File: src/rtl/multicycle_controller_pkg.sv
// Shared types and encodings for the multi-cycle RV32 controller.
// Optional trap state is enabled by defining MULTICYCLE_CTRL_TRAP_EN.
package multicycle_controller_pkg;

    localparam int ALU_OP_W = 4;
    // Byte step the datapath adds to PC when PCSrc selects PC+PC_INC.
    localparam int PC_INC   = 4;

    typedef enum logic [2:0] {
        S_FETCH  = 3'd0,
        S_DECODE = 3'd1,
        S_EXEC   = 3'd2,
        S_MEM    = 3'd3,
        S_WB     = 3'd4,
        S_TRAP   = 3'd5
    } state_t;

    typedef enum logic [2:0] {
        CLS_R   = 3'd0,
        CLS_I   = 3'd1,
        CLS_LW  = 3'd2,
        CLS_SW  = 3'd3,
        CLS_BEQ = 3'd4,
        CLS_JAL = 3'd5,
        CLS_LUI = 3'd6,
        CLS_ILL = 3'd7
    } instr_cls_t;

    localparam logic [6:0] OP_R   = 7'h33;
    localparam logic [6:0] OP_I   = 7'h13;
    localparam logic [6:0] OP_LW  = 7'h03;
    localparam logic [6:0] OP_SW  = 7'h23;
    localparam logic [6:0] OP_BEQ = 7'h63;
    localparam logic [6:0] OP_JAL = 7'h6F;
    localparam logic [6:0] OP_LUI = 7'h37;

    localparam logic [ALU_OP_W-1:0] ALU_AND = 4'b0000;
    localparam logic [ALU_OP_W-1:0] ALU_OR  = 4'b0001;
    localparam logic [ALU_OP_W-1:0] ALU_ADD = 4'b0010;
    localparam logic [ALU_OP_W-1:0] ALU_XOR = 4'b0011;
    localparam logic [ALU_OP_W-1:0] ALU_SUB = 4'b0110;
    localparam logic [ALU_OP_W-1:0] ALU_SLT = 4'b0111;
    localparam logic [ALU_OP_W-1:0] ALU_SLL = 4'b1000;
    localparam logic [ALU_OP_W-1:0] ALU_SRL = 4'b1001;
    localparam logic [ALU_OP_W-1:0] ALU_SRA = 4'b1010;

    localparam logic [1:0] PCSRC_INC    = 2'b00;
    localparam logic [1:0] PCSRC_BRANCH = 2'b01;
    localparam logic [1:0] PCSRC_JAL    = 2'b10;

    localparam logic [1:0] WB_ALU = 2'b00;
    localparam logic [1:0] WB_MEM = 2'b01;
    localparam logic [1:0] WB_PC4 = 2'b10;
    localparam logic [1:0] WB_IMM = 2'b11;

    function automatic instr_cls_t classify(input logic [6:0] opcode);
        instr_cls_t cls;
        case (opcode)
            OP_R:    cls = CLS_R;
            OP_I:    cls = CLS_I;
            OP_LW:   cls = CLS_LW;
            OP_SW:   cls = CLS_SW;
            OP_BEQ:  cls = CLS_BEQ;
            OP_JAL:  cls = CLS_JAL;
            OP_LUI:  cls = CLS_LUI;
            default: cls = CLS_ILL;
        endcase
        return cls;
    endfunction

endpackage

File: src/rtl/multicycle_controller_alu_decoder.sv
// Combinational ALU operation decode from instruction class, funct3 and funct7[5].
// Also flags funct combinations the datapath does not support.
module multicycle_controller_alu_decoder
    import multicycle_controller_pkg::*;
(
    input  logic [2:0] cls,
    input  logic [2:0] funct3,
    input  logic       funct7_b5,
    output logic [3:0] alu_ctrl,
    output logic       illegal_funct
);

    instr_cls_t cls_e;
    logic       is_r;

    assign cls_e = instr_cls_t'(cls);
    assign is_r  = (cls_e == CLS_R);

    always_comb begin
        alu_ctrl      = ALU_ADD;
        illegal_funct = 1'b0;
        case (cls_e)
            CLS_R, CLS_I: begin
                // funct7[5] only selects SUB/SRA; anywhere else it is an unsupported encoding
                case (funct3)
                    3'b000: alu_ctrl = (is_r && funct7_b5) ? ALU_SUB : ALU_ADD;
                    3'b001: begin
                        alu_ctrl      = ALU_SLL;
                        illegal_funct = funct7_b5;
                    end
                    3'b010: begin
                        alu_ctrl      = ALU_SLT;
                        illegal_funct = is_r && funct7_b5;
                    end
                    3'b011: illegal_funct = 1'b1;
                    3'b100: begin
                        alu_ctrl      = ALU_XOR;
                        illegal_funct = is_r && funct7_b5;
                    end
                    3'b101: alu_ctrl = funct7_b5 ? ALU_SRA : ALU_SRL;
                    3'b110: begin
                        alu_ctrl      = ALU_OR;
                        illegal_funct = is_r && funct7_b5;
                    end
                    default: begin
                        alu_ctrl      = ALU_AND;
                        illegal_funct = is_r && funct7_b5;
                    end
                endcase
            end
            CLS_LW, CLS_SW: illegal_funct = (funct3 != 3'b010);
            CLS_BEQ: begin
                alu_ctrl      = ALU_SUB;
                illegal_funct = (funct3 != 3'b000);
            end
            default: alu_ctrl = ALU_ADD;
        endcase
    end

endmodule

File: src/rtl/multicycle_controller.sv
// Multi-cycle RV32 main controller: FETCH/DECODE/EXEC/MEM/WB sequencing with memory stalls.
// Define MULTICYCLE_CTRL_TRAP_EN to latch illegal instructions in a TRAP state until reset.
//
// state  | meaning
// FETCH  | read instruction memory, load IR and advance PC on ready
// DECODE | classify instr_i, register class and ALU op
// EXEC   | ALU operation, branch resolve, JAL PC update
// MEM    | data memory read (LW) or write (SW), waits for ready
// WB     | one-cycle register file write
// TRAP   | illegal instruction seen, outputs frozen until reset (optional)
module multicycle_controller
    import multicycle_controller_pkg::*;
#(
    parameter int ALUCTRL_W = 4
) (
    input  logic                 clk_i,
    input  logic                 rst_n,
    input  logic [31:0]          instr_i,
    input  logic                 mem_ready_i,
    input  logic                 zero_i,
    output logic                 PCWrite_o,
    output logic [1:0]           PCSrc_o,
    output logic                 IRWrite_o,
    output logic                 MemRead_o,
    output logic                 MemWrite_o,
    output logic                 IorD_o,
    output logic                 ALUsrc_o,
    output logic [1:0]           MemToReg_o,
    output logic                 RegWrite_o,
    output logic                 Branch_o,
    output logic [ALUCTRL_W-1:0] ALUControl_o,
    output logic                 illegal_o
);

    state_t     state_q, state_d;
    instr_cls_t cls_q, cls_d, cls_dec;
    logic [3:0] alu_q, alu_d, alu_dec, alu_out;
    logic       illegal_funct;
    logic       instr_illegal;
    logic       unused_instr_bits;

    assign cls_dec           = classify(instr_i[6:0]);
    assign instr_illegal     = (cls_dec == CLS_ILL) || illegal_funct;
    assign unused_instr_bits = ^{instr_i[31], instr_i[29:15], instr_i[11:7]};

    multicycle_controller_alu_decoder u_alu_decoder (
        .cls           (cls_dec),
        .funct3        (instr_i[14:12]),
        .funct7_b5     (instr_i[30]),
        .alu_ctrl      (alu_dec),
        .illegal_funct (illegal_funct)
    );

    always_ff @(posedge clk_i) begin
        if (rst_n) begin
            state_q <= S_FETCH;
            cls_q   <= CLS_R;
            alu_q   <= ALU_AND;
        end else begin
            state_q <= state_d;
            cls_q   <= cls_d;
            alu_q   <= alu_d;
        end
    end

    always_comb begin
        state_d    = state_q;
        cls_d      = cls_q;
        alu_d      = alu_q;
        PCWrite_o  = 1'b0;
        PCSrc_o    = PCSRC_INC;
        IRWrite_o  = 1'b0;
        MemRead_o  = 1'b0;
        MemWrite_o = 1'b0;
        IorD_o     = 1'b0;
        ALUsrc_o   = 1'b0;
        MemToReg_o = WB_ALU;
        RegWrite_o = 1'b0;
        Branch_o   = 1'b0;
        alu_out    = ALU_AND;
        illegal_o  = 1'b0;

        case (state_q)
            S_FETCH: begin
                MemRead_o = 1'b1;
                if (mem_ready_i) begin
                    IRWrite_o = 1'b1;
                    PCWrite_o = 1'b1;
                    state_d   = S_DECODE;
                end
            end
            S_DECODE: begin
                cls_d = cls_dec;
                alu_d = alu_dec;
                if (instr_illegal) begin
                    illegal_o = 1'b1;
`ifdef MULTICYCLE_CTRL_TRAP_EN
                    state_d   = S_TRAP;
`else
                    state_d   = S_FETCH;
`endif
                end else begin
                    state_d = S_EXEC;
                end
            end
            S_EXEC: begin
                alu_out = alu_q;
                case (cls_q)
                    CLS_R, CLS_LUI: state_d = S_WB;
                    CLS_I: begin
                        ALUsrc_o = 1'b1;
                        state_d  = S_WB;
                    end
                    CLS_LW, CLS_SW: begin
                        ALUsrc_o = 1'b1;
                        state_d  = S_MEM;
                    end
                    CLS_BEQ: begin
                        Branch_o = 1'b1;
                        if (zero_i) begin
                            PCWrite_o = 1'b1;
                            PCSrc_o   = PCSRC_BRANCH;
                        end
                        state_d = S_FETCH;
                    end
                    CLS_JAL: begin
                        PCWrite_o = 1'b1;
                        PCSrc_o   = PCSRC_JAL;
                        state_d   = S_WB;
                    end
                    default: state_d = S_FETCH;
                endcase
            end
            S_MEM: begin
                alu_out    = alu_q;
                IorD_o     = 1'b1;
                MemRead_o  = (cls_q == CLS_LW);
                MemWrite_o = (cls_q == CLS_SW);
                if (mem_ready_i) begin
                    state_d = (cls_q == CLS_LW) ? S_WB : S_FETCH;
                end
            end
            S_WB: begin
                alu_out    = alu_q;
                RegWrite_o = 1'b1;
                case (cls_q)
                    CLS_LW:  MemToReg_o = WB_MEM;
                    CLS_JAL: MemToReg_o = WB_PC4;
                    CLS_LUI: MemToReg_o = WB_IMM;
                    default: MemToReg_o = WB_ALU;
                endcase
                state_d = S_FETCH;
            end
`ifdef MULTICYCLE_CTRL_TRAP_EN
            S_TRAP: illegal_o = 1'b1;
`endif
            default: state_d = S_FETCH;
        endcase

        // Outputs are quiet during reset so an aborted instruction cannot write anything.
        if (rst_n) begin
            PCWrite_o  = 1'b0;
            PCSrc_o    = PCSRC_INC;
            IRWrite_o  = 1'b0;
            MemRead_o  = 1'b0;
            MemWrite_o = 1'b0;
            IorD_o     = 1'b0;
            ALUsrc_o   = 1'b0;
            MemToReg_o = WB_ALU;
            RegWrite_o = 1'b0;
            Branch_o   = 1'b0;
            alu_out    = ALU_AND;
            illegal_o  = 1'b0;
        end
    end

    assign ALUControl_o = ALUCTRL_W'(alu_out);

endmodule

File: config.mk
export PLATFORM = sky130hd
export DESIGN_NAME = multicycle_controller
export DESIGN_NICKNAME = d
export VERILOG_FILES = /design/src/rtl/multicycle_controller_pkg.sv /design/src/rtl/multicycle_controller_alu_decoder.sv /design/src/rtl/multicycle_controller.sv
export SDC_FILE = /design/constraint.sdc
export NUM_CORES = 1
export LEC_CHECK = 0
export ABC_AREA = 1
export CAP_MARGIN = 20
export CORE_ASPECT_RATIO = 0.8
export CORE_MARGIN = 5
export CORE_UTILIZATION = 40
export DETAILED_ROUTE_END_ITERATION = 6
export PLACE_DENSITY_LB_ADDON = 0.3
export SKIP_LAST_GASP = 1
export SYNTH_ARGS = -nofsm -noshare
export SYNTH_HDL_FRONTEND = slang
export SYNTH_SLANG_ARGS = --single-unit
File: constraint.sdc
create_clock -name clk_i -period 3.3 [get_ports clk_i]
set_input_delay 0.66 -clock clk_i [delete_from_list [all_inputs] [get_ports clk_i]]
set_output_delay 0.66 -clock clk_i [all_outputs]
set_load 0.1 [all_outputs]
### Yosys cells after proc, flatten, opt, wreduce, memory -nomap -nowiden

Index checks and enable logic that the tools add are counted.

* logic and storage cells: 95
* output and inout port bits: 17
* bits of input ports: 36
* register bits after elaboration: 10

* reduce and logical (&&, ||, !) cells: 15
* mux-type cells: 46
* equality and inequality tests: 31

Operator list (number)
* $pmux 4 s7: 1
* $eq 3x3->1 const B: 9
* $eq 3x2->1 const B: 8
* $mux 1: 22
* $eq 7x6->1 const B: 3
* $pmux 3 s7: 1
* $eq 7x7->1 const B: 2
* $eq 3x1->1 const B: 4
* $logic_not 3->1: 4
* $mux 2: 6
* $mux 3: 4
* $pmux 3 s4: 1
* $mux 4: 2
* $pmux 4 s2: 1
* $reduce_or 2->1: 4
* $eq 7x2->1 const B: 1
* $eq 7x5->1 const B: 1
* $pmux 1 s2: 3
* $pmux 1 s3: 2
* $pmux 2 s3: 1
* $pmux 3 s2: 1
* $reduce_or 3->1: 2
* $ne 2x2->1 const B: 2
* $pmux 2 s2: 1
* 6 further kinds: 6

### Logic depth before layout (Yosys ltp)

Gate-level depths: netlist (run 1).

* depth in word-level cells: 10
* mapped depth: 10
* mapped depth without buffers: 10

### By module

From an unflattened synthesis (run 1), not the netlist that was laid out.

* cell total of the unflattened synthesis: 162
* area, all modules: 914.6 um^2

Modules (own cells, without submodules)
* multicycle_controller: area an instance 757.0 um^2, cells an instance 129, seq. area each 200.2 um^2, times used 1
* multicycle_controller_alu_decoder: area an instance 157.7 um^2, cells an instance 33, seq. area each 0.0 um^2, times used 1

### Worst setup path before layout (run 1)

OpenSTA, ideal clock, no wires.

* kind: input to output
* start point: input port rst_n
* end point: output port MemWrite_o
* data arrival time: 3.837 ns
* path buffers: 1
* slack: -1.197 ns
* stages on the path: 4
* data required time: 2.640 ns
* path through: buf_2 > inv_1 > nand2_1 > nor4_1

* cells in the longest elaborated chain, start to end: 1

Ends and longest elaborated chain
* start: declaration: RTL line multicycle_controller.sv:17 `input logic rst_n,`
* $mux 1: RTL line multicycle_controller.sv:161 `if (rst_n) begin`
* end: declaration: RTL line multicycle_controller.sv:25 `output logic MemWrite_o,`

No other way between the ends.

### Final worst setup path (run 1)

* start point: input port instr_i[6]
* end point: output port illegal_o

* cells in the longest elaborated chain, start to end: 10
* elaborated cells on any way between the ends: 23
* classes of those cells: 12 x eq/ne; 6 x mux; 5 x reduce/logical

Ends and longest elaborated chain
* start: declaration: RTL line multicycle_controller.sv:18 `input logic [31:0] instr_i,`
* $eq 7x6->1, or another cell as far along: RTL line multicycle_controller_pkg.sv:58 `case (opcode)`
* $pmux 3 s7 *: RTL line multicycle_controller_pkg.sv:58
* $logic_not 3->1: RTL line multicycle_controller_alu_decoder.sv:17, multicycle_controller_alu_decoder.sv:22
* $logic_and 1x1->1
* $pmux 1 s3: RTL line multicycle_controller_alu_decoder.sv:25 `case (funct3)`
* $pmux 1 s3: RTL line multicycle_controller_alu_decoder.sv:22 `case (cls_e)`
* $logic_or 1x1->1 *: RTL line multicycle_controller.sv:43 `assign instr_illegal = (cls_dec == CLS_ILL) || illegal_funct;`
* $mux 1 *: RTL line multicycle_controller.sv:95 `if (instr_illegal) begin`
* $mux 1 *: RTL line multicycle_controller.sv:83 `case (state_q)`
* $mux 1 *: RTL line multicycle_controller.sv:161
* end: declaration: RTL line multicycle_controller.sv:32 `output logic illegal_o`

Every way passes the cells marked *; elsewhere a longest branch is shown, timed or not.

==> impl_metrics.csv, run 1 <==
group,metric,value,unit
setup_path,crit_chain,"clkdlybuf4s50_1 > inv_2 > nand3_1 > a21oi_4 > nand3_2 > nand3_1 > nand3_1 > inv_1 > buf_12",
drt,wl_met1,1130,µm
yosys,synth_top_area_share,22.0,%
yosys,ys_ff_latch,10,
placed_design,gp_congestion,0.869,
floorplan,dieArea,0.00333,mm²
floorplan,die_w,63.3,µm
timing,fin_crit_sh,86.9,%
floorplan,start_util,42.1,%
hold_path,min_to,"alu_q[3]",
yosys,synth.most_common_cell,"nand2_1",
setup_path,path_buf_inv,4,
yosys,yosys.area.top_type,"dfxtp_1",
yosys,netlist_area,910,µm²
hold_path,min_from,"alu_q[3]",
hold_path,min_path_cells,2,
power,clockPowerShare,29.8,%
layout,areaGrowthSynthToFinish,58.0,%
yosys,yosysSeqAreaShare,22.0,%
timing,setup_tns,0,ns
setup_path,cp-end-kind,"primary output",
clock_tree,insertion_delay,0.27,ns
setup_path,start_kind,"input pin",
drt,first_iter_violations,42,
timing,rsz0062_at_grt,"false",
yosys,netlist_top_cells_count,"nand2_1, inv_1, nor2_1",
power,pwr-share-comb,33.8,%
power,cellInternalPower,0.000242,W
clock_tree,hold_buffers,0,
timing,whs,0.478,ns
run,max_cap_viol_count,0,
timing,fin_skew,0.00304,ns
yosys,synth.avg_cell_area,5.76,µm²
timing,setup_slack,0.432,ns
setup_path,crit_family,"buffers and inverters",
clock_tree,clk_pin_slew,0.07,ns
setup_path,timing.rr.start,"cls_q[1]",
drt,top_layer,"met4",
timing,hold_viol_final,0,
power,p_leak,0.620,nW
setup_path,reg2reg_depth,6,
setup_path,slowest_delay,0.48,ns
placed_design,dp_slack,0.442,ns
drt,totalWireLength,2710,µm
hold_path,hp-class,"register to register",
layout,n_antenna_cell,0,
clock_tree,cts_tree,"yes",
drt,viasPerCell,5.24,
timing,setup_viol,0,
power,switching_power,0.000137,W
yosys,syn_nets,194,
clock_tree,cts_setup_buffers,0,
clock_tree,root_buffer,"clkbuf_4",
yosys,synth_ff_type,"dfxtp_1",
yosys,synth.area.top_cells,"dfxtp_1, nand2_1, inv_1",
floorplan,coreArea,0.00216,mm²
drt,drt_drc_violations_left,0,
global_route,gr-total-overflow,0,
yosys,post_synth_num_cell_types,28,
clock_tree,htree_levels,1,
global_route,grt_pass1_vias,1052,
yosys,synth-edff-count,0,
setup_path,crit_slowest_cell,"clkdlybuf4s50_1",
layout,drive_above_1_share,20.9,%
power,switching_share,36.1,%
yosys,syn-instance-count,158,
setup_path,reg2reg_to,"state_q[2]",
timing,tightestPinTransition,0.417,ns
setup_path,cp_data_arrival_time,2.21,ns
global_route,grt_max_degree,15,
global_route,antenna_found_initial,0,
clock_tree,cts_buffers,3,
layout,fin_nets,228,
setup_path,path_max_fanout,5,
global_route,grt_use_total,16.9,%
status,outcome,"completed",
timing,drv_slew,0,
layout,fillers,189,
drt,drt_first_pass_iters,4,
timing,min_period,2.87,ns
setup_path,rrSetupSlack,2.02,ns
floorplan,die_h,52.7,µm
power,peakVddDrop,0.380,mV
drt,wl_per_cell,12.5,µm
layout,post-route-util,66.6,%
drt,num_vias,1131,
setup_path,required,2.64,ns
drt,dr_wl_met2,1380,µm
timing,fmax,349,MHz
floorplan,std_cell_rows,15,
global_route,grt_pass1_wl,4540,µm
drt,route.antenna.remaining_nets,0,
yosys,synth_warnings,0,
timing,relSlewSlack,72.2,%
drt,route.met3.wl,174,µm
floorplan,ios,53,
placed_design,io_buffers,31,
power,seqPwrFrac,36.4,%
placed_design,dpl.hpwl,2250,µm
power,powerDensity,264,mW/mm²
clock_tree,cts_resized,0,
yosys,async_flop_share,0,%
clock_tree,clock_path_buffers,2,
setup_path,path_class,"input pin to primary output",
clock_tree,cts_num_sinks,10,
setup_path,path_common_cell,"nand3_1",
-- power by group through the flow --
stage,Combinational [W],Clock [W],Sequential [W]
after CTS,0.000128,0.000113,0.000138
after detailed placement,0.000127,0,0.000141
after floorplan,0.0000848,0,0.000137
after global routing,0.000139,0.000119,0.000139
after global placement,0.000122,0,0.000140
final,0.000128,0.000113,0.000138
-- metal layers --
layer | GRT usage (%) | vias up
met5 | 0 | -
met4 | 1.73 | 0
met3 | 5.36 | 4
met2 | 31.7 | 32
met1 | 19.5 | 508
li1 | - | 587
-- kinds of logic after synthesis --
family          synth area share (%)
simple gates                    46.1
flops                           22.0
compound gates                  17.7
buf+inv                         14.2
-- cell type report --
class | instances | area [µm²] | share of cell area (%)
Tap cell | 25 | 31.3 | 2.18
Timing Repair Buffer | 33 | 470 | 32.7
Clock buffer | 4 | 36.3 | 2.52
Multi-Input combinational cell | 117 | 598 | 41.6
Sequential cell | 10 | 200 | 13.9
Inverter | 27 | 101 | 7.05
-- how the worst max path moves through the flow --
stage,depth (start not counted),slack [ns],startpoint,endpoint
floorplan,2,-0.25,rst_n,IRWrite_o
global placement,10,0.48,instr_i[4],illegal_o
detailed placement,9,0.44,instr_i[6],illegal_o
CTS,9,0.44,instr_i[6],illegal_o
global route,9,0.32,instr_i[6],illegal_o
finish,9,0.43,instr_i[6],illegal_o
-- placed cells by master (no fill, tap or decap), drive strengths merged --
cell,n
nor3,9
o211a,1
a31oi,3
nand3b,1
a21oi,13
nand4,3
o211ai,1
dfxtp,10
buf,19
clkdlybuf4s50,14
nor4,2
clkinv,1
clkbuf,4
o21ai,9
nand3,13
nor2,24
nand2,38
inv,26
-- tightest hold or removal path: stages (launching register included) --
cell	delay, ns
dfxtp_1	0.31
nand2_1	0.06
a21oi_1	0.06
-- state kept, by name, indices dropped and copies added, names as in the netlist --
name     cells
state_q      3
cls_q        3
alu_q        4
-- metrics by stage --
stage                     cells  total power (W)  area, µm²
after global placement      212         0.000262       1400
after detailed placement    212         0.000267       1400
after floorplan             158         0.000221        927
after CTS                   216         0.000378       1440
after global routing        216         0.000397       1440
final                       216         0.000379       1440
Note: power is estimated with default switching activity, not from simulation.
==> run 2: changes to the inputs <==
--- a/config.mk
+++ b/config.mk
@@ -7,7 +7,7 @@
 export LEC_CHECK = 0
 export ABC_AREA = 1
 export CAP_MARGIN = 20
-export CORE_ASPECT_RATIO = 0.8
+export CORE_ASPECT_RATIO = 1.1
 export CORE_MARGIN = 5
 export CORE_UTILIZATION = 40
 export DETAILED_ROUTE_END_ITERATION = 6
==> run 2 against run 1 <==
Net effect: power shrank 1.7%; largest cell class unchanged; routed wire length shrank 10%; via count is 1.2% lower; highest routed layer unchanged.
==> impl_metrics.csv, run 2 (synthesis gave the netlist of run 1 again) <==
group,metric,value,unit
hold_path,min_path_cells,2,
setup_path,crit_family,"buffers and inverters",
layout,final_cell_mix,"nand2_1, nor2_1, inv_1",
setup_path,path_class,"input pin to primary output",
setup_path,path_buf_inv,4,
clock_tree,clk_pin_slew,0.07,ns
layout,final_common_cell,"nand2_1",
clock_tree,root_buffer,"clkbuf_4",
run,max_cap_viol_count,0,
drt,first_iter_violations,17,
status,outcome,"completed",
power,p_leak,0.620,nW
layout,fillers,224,
floorplan,coreArea,0.00221,mm²
setup_path,path_max_fanout,5,
drt,totalWireLength,2430,µm
setup_path,start_kind,"input pin",
layout,fin_nets,228,
power,cellInternalPower,0.000242,W
setup_path,required,2.64,ns
global_route,grt_use_total,16.5,%
layout,n_antenna_cell,0,
floorplan,die_w,55.5,µm
global_route,antenna_found_initial,0,
placed_design,placed_cells,217,
floorplan,ios,53,
global_route,grt_pass1_wl,4440,µm
clock_tree,hold_buffers,0,
timing,relSlewSlack,75.6,%
clock_tree,cts_num_sinks,10,
clock_tree,insertion_delay,0.26,ns
placed_design,gp_congestion,0.904,
floorplan,start_util,41.2,%
setup_path,crit_chain,"clkdlybuf4s50_1 > inv_2 > nor2_2 > nand2_1 > a21oi_4 > nand3_2 > nand3_1 > nand3_1 > inv_1 > buf_12",
drt,route.antenna.remaining_nets,0,
drt,viasPerCell,5.05,
power,powerDensity,258,mW/mm²
layout,seq_area,200,µm²
timing,fin_skew,0.00440,ns
setup_path,reg2reg_depth,6,
floorplan,std_cell_rows,18,
placed_design,dpl.hpwl,2090,µm
clock_tree,cts_buffers,3,
hold_path,min_to,"alu_q[3]",
clock_tree,htree_levels,1,
layout,top_regs,"alu_q: 4 flops, cls_q: 3 flops, state_q: 3 flops",
layout,top_register,"alu_q",
setup_path,crit_slowest_cell,"clkdlybuf4s50_1",
drt,num_vias,1117,
power,pwr-share-comb,34.0,%
clock_tree,clock_path_buffers,2,
timing,rsz0062_at_grt,"false",
power,switching_power,0.000130,W
drt,wl_per_cell,11.0,µm
floorplan,die_h,60.0,µm
hold_path,hp-class,"register to register",
timing,tightestPinTransition,0.363,ns
setup_path,timing.rr.start,"state_q[0]",
clock_tree,cts_resized,0,
timing,setup_viol,0,
layout,post-route-util,65.4,%
setup_path,slowest_delay,0.55,ns
setup_path,cp_data_arrival_time,2.24,ns
global_route,grt_pass1_vias,1100,
power,switching_share,35.0,%
drt,drt_first_pass_iters,4,
timing,drv_slew,0,
floorplan,dieArea,0.00333,mm²
setup_path,rrSetupSlack,2.09,ns
clock_tree,cts_setup_buffers,0,
drt,drt_drc_violations_left,0,
timing,whs,0.468,ns
timing,fin_crit_sh,87.8,%
timing,min_period,2.90,ns
power,peakVddDrop,0.144,mV
timing,hold_viol_final,0,
layout,largest_reg_flops,4,
setup_path,reg2reg_to,"alu_q[1]",
hold_path,min_from,"alu_q[3]",
power,seqPwrFrac,36.9,%
setup_path,cp-end-kind,"primary output",
clock_tree,cts_tree,"yes",
layout,layoutNonFillerInstCount,221,
global_route,grt_max_degree,15,
setup_path,path_common_cell,"nand3_1",
layout,areaGrowthSynthToFinish,58.7,%
placed_design,io_buffers,31,
layout,multi_input_area,598,µm²
global_route,gr-total-overflow,0,
power,clockPowerShare,29.2,%
timing,fmax,345,MHz
layout,drive_above_1_share,20.9,%
run 2: power by group through the flow:
| stage | clock [W] | combinational [W] | sequential [W] |
|---|---|---|---|
| floorplan | 0 | 0.0000848 | 0.000137 |
| global placement | 0 | 0.000122 | 0.000140 |
| detailed placement | 0 | 0.000127 | 0.000140 |
| CTS | 0.000110 | 0.000127 | 0.000137 |
| global route | 0.000117 | 0.000139 | 0.000139 |
| finish | 0.000109 | 0.000127 | 0.000138 |
run 2: cell type report:
| cell class | count | area share, % |
|---|---|---|
| clock buffer | 4 | 2.51 |
| tap | 30 | 2.60 |
| timing repair buffer | 33 | 32.6 |
| multi-input combinational | 117 | 41.4 |
| sequential | 10 | 13.9 |
| inverter | 27 | 7.02 |
run 2: metrics by stage:
step / power (W) / setup TNS [ns] / setup slack [ns] / cell area (µm²)
final: 0.000373 / 0 / 0.404 / 1440
after global routing: 0.000396 / 0 / 0.206 / 1440
after CTS: 0.000374 / 0 / 0.401 / 1440
after detailed placement: 0.000267 / 0 / 0.407 / 1410
after global placement: 0.000262 / 0 / 0.477 / 1410
after floorplan: 0.000221 / -0.523 / -0.251 / 927
run 2: worst max path at each step:
| stage | startpoint | to | depth (start not counted) |
|---|---|---|---|
| detailed placement | instr_i[5] | illegal_o | 10 |
| floorplan | rst_n | IRWrite_o | 2 |
| finish | instr_i[4] | illegal_o | 10 |
| CTS | instr_i[5] | illegal_o | 10 |
| global route | instr_i[5] | illegal_o | 10 |
| global placement | instr_i[4] | illegal_o | 10 |
run 2: worst min-delay path, delay by kind of cell, from the launching register on:
kind             cells  cell delay [ns]
flip-flops           1             0.31
AO/OA/AOI/OAI        1             0.05
AND/OR/NAND/NOR      1             0.06
run 2: layer usage:
metal  up-vias  part of all wire, %  track usage, %
li1        583                    -               -
met4         0                  2.3            7.64
met2        32                   54            31.8
met3         6                  4.7            3.67
met1       496                   39            17.0
met5         -                    0               0
